`src/rtl/alu_shift_seq_if.sv`:
```
// Request/response channel bundle for the multi-cycle shift sequencer.
interface alu_shift_seq_if #(
  parameter int WIDTH = 16,
  parameter int AMT_W = 4
);
  logic                    req_valid;
  logic                    req_ready;
  logic [3:0]              req_opcode;
  logic signed [WIDTH-1:0] req_a;
  logic [AMT_W-1:0]        req_amt;
  logic                    rsp_valid;
  logic                    rsp_ready;
  logic signed [WIDTH-1:0] rsp_data;
  logic                    rsp_err;
  logic                    busy;

  modport master (
    output req_valid, req_opcode, req_a, req_amt, rsp_ready,
    input  req_ready, rsp_valid, rsp_data, rsp_err, busy
  );

  modport slave (
    input  req_valid, req_opcode, req_a, req_amt, rsp_ready,
    output req_ready, rsp_valid, rsp_data, rsp_err, busy
  );
endinterface

```
`src/rtl/alu_shift_seq.sv`:
```
// Iterative 1-bit-per-cycle arithmetic shifter; response k cycles after accept (next cycle for k=0/illegal).
// Accepts only when idle; result is held in DONE until rsp_ready, further requests are not queued.
module alu_shift_seq #(
  parameter int WIDTH = 16,
  parameter int AMT_W = 4
) (
  input  logic            clk,
  input  logic            rst,
  alu_shift_seq_if.slave  bus
);
  localparam logic [3:0] OP_SHL = 4'b0110;
  localparam logic [3:0] OP_SAR = 4'b0111;

  typedef enum logic [1:0] {IDLE, SHIFT, DONE} state_t;

  state_t                  state, state_nxt;
  logic signed [WIDTH-1:0] acc, acc_nxt;
  logic [AMT_W-1:0]        cnt, cnt_nxt;
  logic                    err, err_nxt;
  logic                    shl, shl_nxt;
  logic                    op_legal;

  assign op_legal = (bus.req_opcode == OP_SHL) || (bus.req_opcode == OP_SAR);

  always_ff @(posedge clk or posedge rst) begin
    if (rst) begin
      state <= IDLE;
      acc   <= '0;
      cnt   <= '0;
      err   <= 1'b0;
      shl   <= 1'b0;
    end else begin
      state <= state_nxt;
      acc   <= acc_nxt;
      cnt   <= cnt_nxt;
      err   <= err_nxt;
      shl   <= shl_nxt;
    end
  end

  always_comb begin
    state_nxt = state;
    acc_nxt   = acc;
    cnt_nxt   = cnt;
    err_nxt   = err;
    shl_nxt   = shl;
    case (state)
      IDLE: begin
        if (bus.req_valid) begin
          shl_nxt = (bus.req_opcode == OP_SHL);
          cnt_nxt = bus.req_amt;
          if (!op_legal) begin
            acc_nxt   = '0;
            err_nxt   = 1'b1;
            state_nxt = DONE;
          end else begin
            acc_nxt   = bus.req_a;
            err_nxt   = 1'b0;
            state_nxt = (bus.req_amt == '0) ? DONE : SHIFT;
          end
        end
      end
      SHIFT: begin
        // Arithmetic shifts: left zero-fills and drops the MSB, right replicates the sign.
        acc_nxt = shl ? (acc <<< 1) : (acc >>> 1);
        cnt_nxt = cnt - 1'b1;
        if (cnt == {{(AMT_W-1){1'b0}}, 1'b1}) state_nxt = DONE;
      end
      DONE: begin
        if (bus.rsp_ready) state_nxt = IDLE;
      end
      default: state_nxt = IDLE;
    endcase
  end

  assign bus.req_ready = (state == IDLE);
  assign bus.rsp_valid = (state == DONE);
  assign bus.busy      = (state != IDLE);
  assign bus.rsp_data  = acc;
  assign bus.rsp_err   = err;
endmodule

```
`src/flat_wrapper.sv`:
```
// flat-port wrapper written by rule: the top's interface ports become plain ports
module alu_shift_seq_flat 
#(
  parameter int WIDTH = 16,
  parameter int AMT_W = 4
)
  (clk, rst, bus_req_valid, bus_req_opcode, bus_req_a, bus_req_amt, bus_rsp_ready, bus_req_ready, bus_rsp_valid, bus_rsp_data, bus_rsp_err, bus_busy);
  alu_shift_seq_if #(.WIDTH(WIDTH), .AMT_W(AMT_W)) bus_i ();
  input  logic clk;
  input  logic rst;
  input wire logic [$bits(bus_i.req_valid)-1:0] bus_req_valid;
  input wire logic [$bits(bus_i.req_opcode)-1:0] bus_req_opcode;
  input wire logic [$bits(bus_i.req_a)-1:0] bus_req_a;
  input wire logic [$bits(bus_i.req_amt)-1:0] bus_req_amt;
  input wire logic [$bits(bus_i.rsp_ready)-1:0] bus_rsp_ready;
  output wire logic [$bits(bus_i.req_ready)-1:0] bus_req_ready;
  output wire logic [$bits(bus_i.rsp_valid)-1:0] bus_rsp_valid;
  output wire logic [$bits(bus_i.rsp_data)-1:0] bus_rsp_data;
  output wire logic [$bits(bus_i.rsp_err)-1:0] bus_rsp_err;
  output wire logic [$bits(bus_i.busy)-1:0] bus_busy;
  assign bus_i.req_valid = bus_req_valid;
  assign bus_i.req_opcode = bus_req_opcode;
  assign bus_i.req_a = bus_req_a;
  assign bus_i.req_amt = bus_req_amt;
  assign bus_i.rsp_ready = bus_rsp_ready;
  assign bus_req_ready = bus_i.req_ready;
  assign bus_rsp_valid = bus_i.rsp_valid;
  assign bus_rsp_data = bus_i.rsp_data;
  assign bus_rsp_err = bus_i.rsp_err;
  assign bus_busy = bus_i.busy;
  alu_shift_seq #(.WIDTH(WIDTH), .AMT_W(AMT_W)) u_core (.clk(clk), .rst(rst), .bus(bus_i));
endmodule
```
`config.mk`:
```
export PLATFORM = sky130hd
export DESIGN_NAME = alu_shift_seq_flat
export DESIGN_NICKNAME = d
export VERILOG_FILES = /design/src/rtl/alu_shift_seq_if.sv /design/src/rtl/alu_shift_seq.sv /design/src/flat_wrapper.sv
export SDC_FILE = /design/constraint.sdc
export NUM_CORES = 1
export LEC_CHECK = 0
export ABC_AREA = 1
export CAP_MARGIN = 10
export CORE_UTILIZATION = 25
export CTS_CLUSTER_SIZE = 8
export DETAILED_ROUTE_END_ITERATION = 10
export GPL_TIMING_DRIVEN = 0
export MAX_ROUTING_LAYER = met4
export SYNTH_ARGS = -nofsm -noshare
export SYNTH_HDL_FRONTEND = slang
export SYNTH_SLANG_ARGS = --single-unit
```
`constraint.sdc`:
```
create_clock -name clk -period 3 [get_ports clk]
set_input_delay 0.6 -clock clk [delete_from_list [all_inputs] [get_ports clk]]
set_output_delay 0.6 -clock clk [all_outputs]
set_load 0.03 [all_outputs]
```
Yosys cells after proc, flatten, opt, wreduce, memory -nomap -nowiden

Cells that the tools add are included.

Flip-flop bits (word level): 24
Bits in latches: 0
Bits in writable memories: 0
Bits in read-only memories: 0
Output and inout port bits: 20
Memories: 0

$add $sub $neg: 1
$mul: 0
Div/mod/pow operators: 0
Order comparisons: 0
Eq/ne operators: 9
Shift-type cells: 0
Mux-type cells: 13
Bitwise gates (word level): 0
Reductions and logical operators: 9

Operator list:

| cell                                                                     | count |
|---|---|
| 16-bit 2-to-1 mux                                                        | 3 |
| 16-bit case mux with 2 select lines                                      | 1 |
| 2-bit 2-to-1 mux                                                         | 5 |
| 4-bit by 3-bit equality test with 1-bit output (second input constant)   | 2 |
| 4-bit case mux with 2 select lines                                       | 1 |
| 2-bit case mux with 3 select lines                                       | 1 |
| 3-bit AND reduction                                                      | 2 |
| 4-bit by 1-bit equality test with 1-bit output (second input constant)   | 1 |
| 4-bit zero test                                                          | 1 |
| 4-bit 2-to-1 mux                                                         | 1 |
| 2-bit by 1-bit inequality test with 1-bit output (second input constant) | 2 |
| 2-bit inequality test (second input constant)                            | 2 |
| 2-bit AND reduction                                                      | 2 |
| 2-bit nonzero test                                                       | 2 |
| 4-bit by 1-bit subtractor with 4-bit output (second input constant)      | 1 |
| 2-bit by 1-bit equality test with 1-bit output (second input constant)   | 1 |
| 2-bit equality test (second input constant)                              | 1 |
| 2-bit zero test                                                          | 1 |
| 1-bit logical OR                                                         | 1 |
| 1-bit 2-to-1 mux                                                         | 1 |

Longest topological paths before layout

Depth in word-level cells: 5
Depth in mapped cells: 9

Worst setup path after synthesis

No wires, ideal clock.

Path type: flip-flop to output port
Start point: reg u_core.state[0]
End point: out bus_req_ready
Data arrival time: 0.936 ns
Slack: 1.464 ns
Stages on the path, launching flop included: 2
Path buffers: 0
Path through: dfrtp_1 > nor2_1

Cells in the longest elaborated chain, start to end: 1

Ends and longest elaborated chain:

| element                  | line                | RTL |
|---|---|---|
| start: declaration       | alu_shift_seq.sv:16 | `state_t state, state_nxt;` |
| start signal: assignment | alu_shift_seq.sv:33 | `state <= state_nxt;` |
| 2-bit zero test          | alu_shift_seq.sv:76 | `assign bus.req_ready = (state == IDLE);` |
| end: declaration         | flat_wrapper.sv:16  | `output wire logic [$bits(bus_i.req_ready)-1:0] bus_req_ready;` |

No other way between the ends.

Worst setup path in the final report

Same ends and word-level chain as after synthesis.

==> metrics.txt <==
status finished, final reports clean; most frequent cells in the layout nand2_1, clkdlybuf4s50_1, nand3_1, dfrtp_1; largest family of logic cells by synthesized area simple AND/OR/NAND/NOR gates; Buf/Inv on CP 1; Pre-Repair DR Iteration Count 4; Slew headroom a little over a third; post-synthesis sequential area ratio between 30% and 40%; Layout area overhead 40.4%; HPWL Detailed just over 3000 um; Seq cells post-synth 24; Synth Area in XOR/XNOR 0%; # DRC 0; GRT Overall Usage between 10 and 15%; cells after synthesis 236; first-pass GRT wire length 7030 um; Pleak 1.11 nW; FF-to-FF setup slack between 1.5 and 2 ns; slowest stage delay, CP ~0.72 ns; Syn Area/Cell 6.50 um2; final worst slack approximately 0.69 ns; pin count of the biggest net entering global routing 25; vias per cell 4.39; syn_nets between 200 and 300; Antenna Cells 0; synthesized cell area around 0.0015 mm2; Worst-path clk slew around 0.090 ns; Initial Utilization between 20 and 30%; worst r2r dst u_core.bus.rsp_data[4]; antenna violations before repair 0; port buffer count 47; Worst Min Path Start u_core.bus.rsp_err; antenna-violating nets left 0; Die X 80.3 um; worst min path class flop to flop; CP Class flop to output pin; TNS Setup 0 ns; setup repair bufs after CTS 0; reg2reg start u_core.state[0]; cts-stage hold buffer count 0; peak supply drop around 0.00036 V; Arrival @ worst endpoint 1.71 ns; R2R depth 5; CTS tree built; routed vias between 1.5k and 2k; Cell Rows 28; min cycle time layout approximately 2.3 ns; Simple-Gate Fraction of Synth Area between 40% and 50%; Final setup viols 0; clock root cell clkbuf_8; Placer Congestion 0.859; # IOs 48; Clk Latency, worst-skew pair 0.28 ns; Worst-Margin Slew ~0.96 ns; WHS Path Cells 1; crit-path max FO 5; CTS resizes 0; Hold Vio Cnt, Final 0; vias in the first global route around 1.5k; highest clock rate ~430 MHz; Core ar. about 0.0059 mm2; endpoint class of the critical path output pin; Max-cap violations 0; Routed WL 4190 um; grt total ovfl 0; Final period util about 77%; Synth Area in Compound Gates 4.65%; Nets between 300 and 400; most common cell after layout, fill and taps aside nand2_1; Cell variety after synth 23; initial DRC count 64; YS warnings 0; Hold EP u_core.bus.rsp_err; ratio of cells with drive above 1 in the final layout 8.36%; power per cell area 625 mW/mm2; delay-heaviest family, CP buffers and inverters; CTS buffer count 3; clock skew 0.00292 ns; post-DR wirelength/cell about 12 um; crit path launch type flop; clock buffer depth 2; final slew viol count 0; RSZ-0062 raised after global routing false; Die Span Y around 80 um; Num Clock Sinks 24; pre-CTS setup slack a little over 0.9 ns; die area around 0.0065 mm2; H-tree depth 1; CP required 2.40 ns; slowest CP cell clkdlybuf4s50_1; area share of fa/ha/maj cells after synthesis between 1.5 and 2%; utilization after layout around 36%; crit path cell chain nor2_1, clkdlybuf4s50_1; mux contribution to synthesized area 0%
-- worst register-to-register path: stages (launching register included) --
cell     delay (ns)
dfrtp_1        0.48
o21ai_4        0.38
inv_4          0.12
buf_6          0.17
nand2_1        0.07
nand2_1        0.04
-- where the power goes --
group / total [W] / internal [W] / switching (W) / leakage (nW)
registers: 0.000468 / 0.000396 / 0.0000716 / 0.316
logic: 0.000646 / 0.000257 / 0.000389 / 0.767
clock network: 0.000232 / 0.000118 / 0.000115 / 0.0288
total: 0.00135 / 0.000771 / 0.000576 / 1.11
-- kinds of logic after synthesis --
logic type | count (synthesis)
AO/OA/AOI/OAI | 10
adder cells (fa/ha/maj) | 2
buffers and inverters | 22
flip-flops | 24
AND/OR/NAND/NOR | 178
-- synth_stat cells --
master,count,area share (%)
a21boi_1,1,0.49
a21oi_2,1,0.57
buf_2,5,1.6
buf_4,2,0.98
buf_6,2,1.5
dfrtp_1,24,39
ha_1,2,1.6
inv_1,9,2.2
inv_2,2,0.49
inv_4,2,0.82
nand2_1,140,34
nand2_2,1,0.41
nand2_4,1,0.73
nand3_1,24,7.8
nor2_1,9,2.2
nor2_2,1,0.41
nor2_4,1,0.73
o21a_1,1,0.49
o21ai_0,1,0.33
o21ai_1,4,1.3
o21ai_4,1,1.1
o22ai_1,1,0.41
or2_2,1,0.41
-- state kept, by name, summed over array words and instances, names as in the netlist --
signal / flops
u_core.bus.rsp_err: 1
u_core.bus.rsp_data: 16
u_core.cnt: 4
u_core.state: 2
u_core.shl: 1
-- worst max path at each step --
stage / startpoint / end / slack, ns / cells past startpoint
finish: u_core.state[0] / bus_req_ready / 0.69 / 2
global route: u_core.state[0] / bus_req_ready / 0.59 / 2
CTS: u_core.state[0] / bus_req_ready / 0.68 / 2
detailed placement: bus_req_opcode[2] / u_core.state[1] / 0.93 / 7
global placement: bus_req_opcode[2] / u_core.state[1] / 0.97 / 7
floorplan: u_core.state[0] / bus_req_ready / 1.46 / 1
-- per-stage QoR --
stage | total power, W | hold slack, ns | std cells | cell area (um2)
6_report | 0.00135 | 0.510 | 362 | 2150
2_1_floorplan | 0.000878 | 0.493 | 236 | 1530
4_1_cts | 0.00136 | 0.513 | 362 | 2150
3_3_place_gp | 0.00112 | 0.489 | 358 | 2100
5_1_grt | 0.00145 | 0.545 | 362 | 2150
3_5_place_dp | 0.00112 | 0.488 | 358 | 2100
-- per-layer routing --
metal | wire (um) | GRT usage, % | up-vias
met4 | 36 | 3.75 | 0
met1 | 2000 | 18.6 | 720
met5 | 0 | - | -
met3 | 186 | 3.30 | 4
li1 | - | - | 826
met2 | 1970 | 23.8 | 39
-- final cells by class --
type	count	area, um2
Timing Repair Buffer	47	470
Inverter	13	53.8
Buffer	9	62.6
Clock buffer	4	55.1
Multi-Input combinational cell	190	817
Tap cell	75	93.8
Fill cell	634	3770
Sequential cell	24	601
Power figures use the tool's default switching activity.
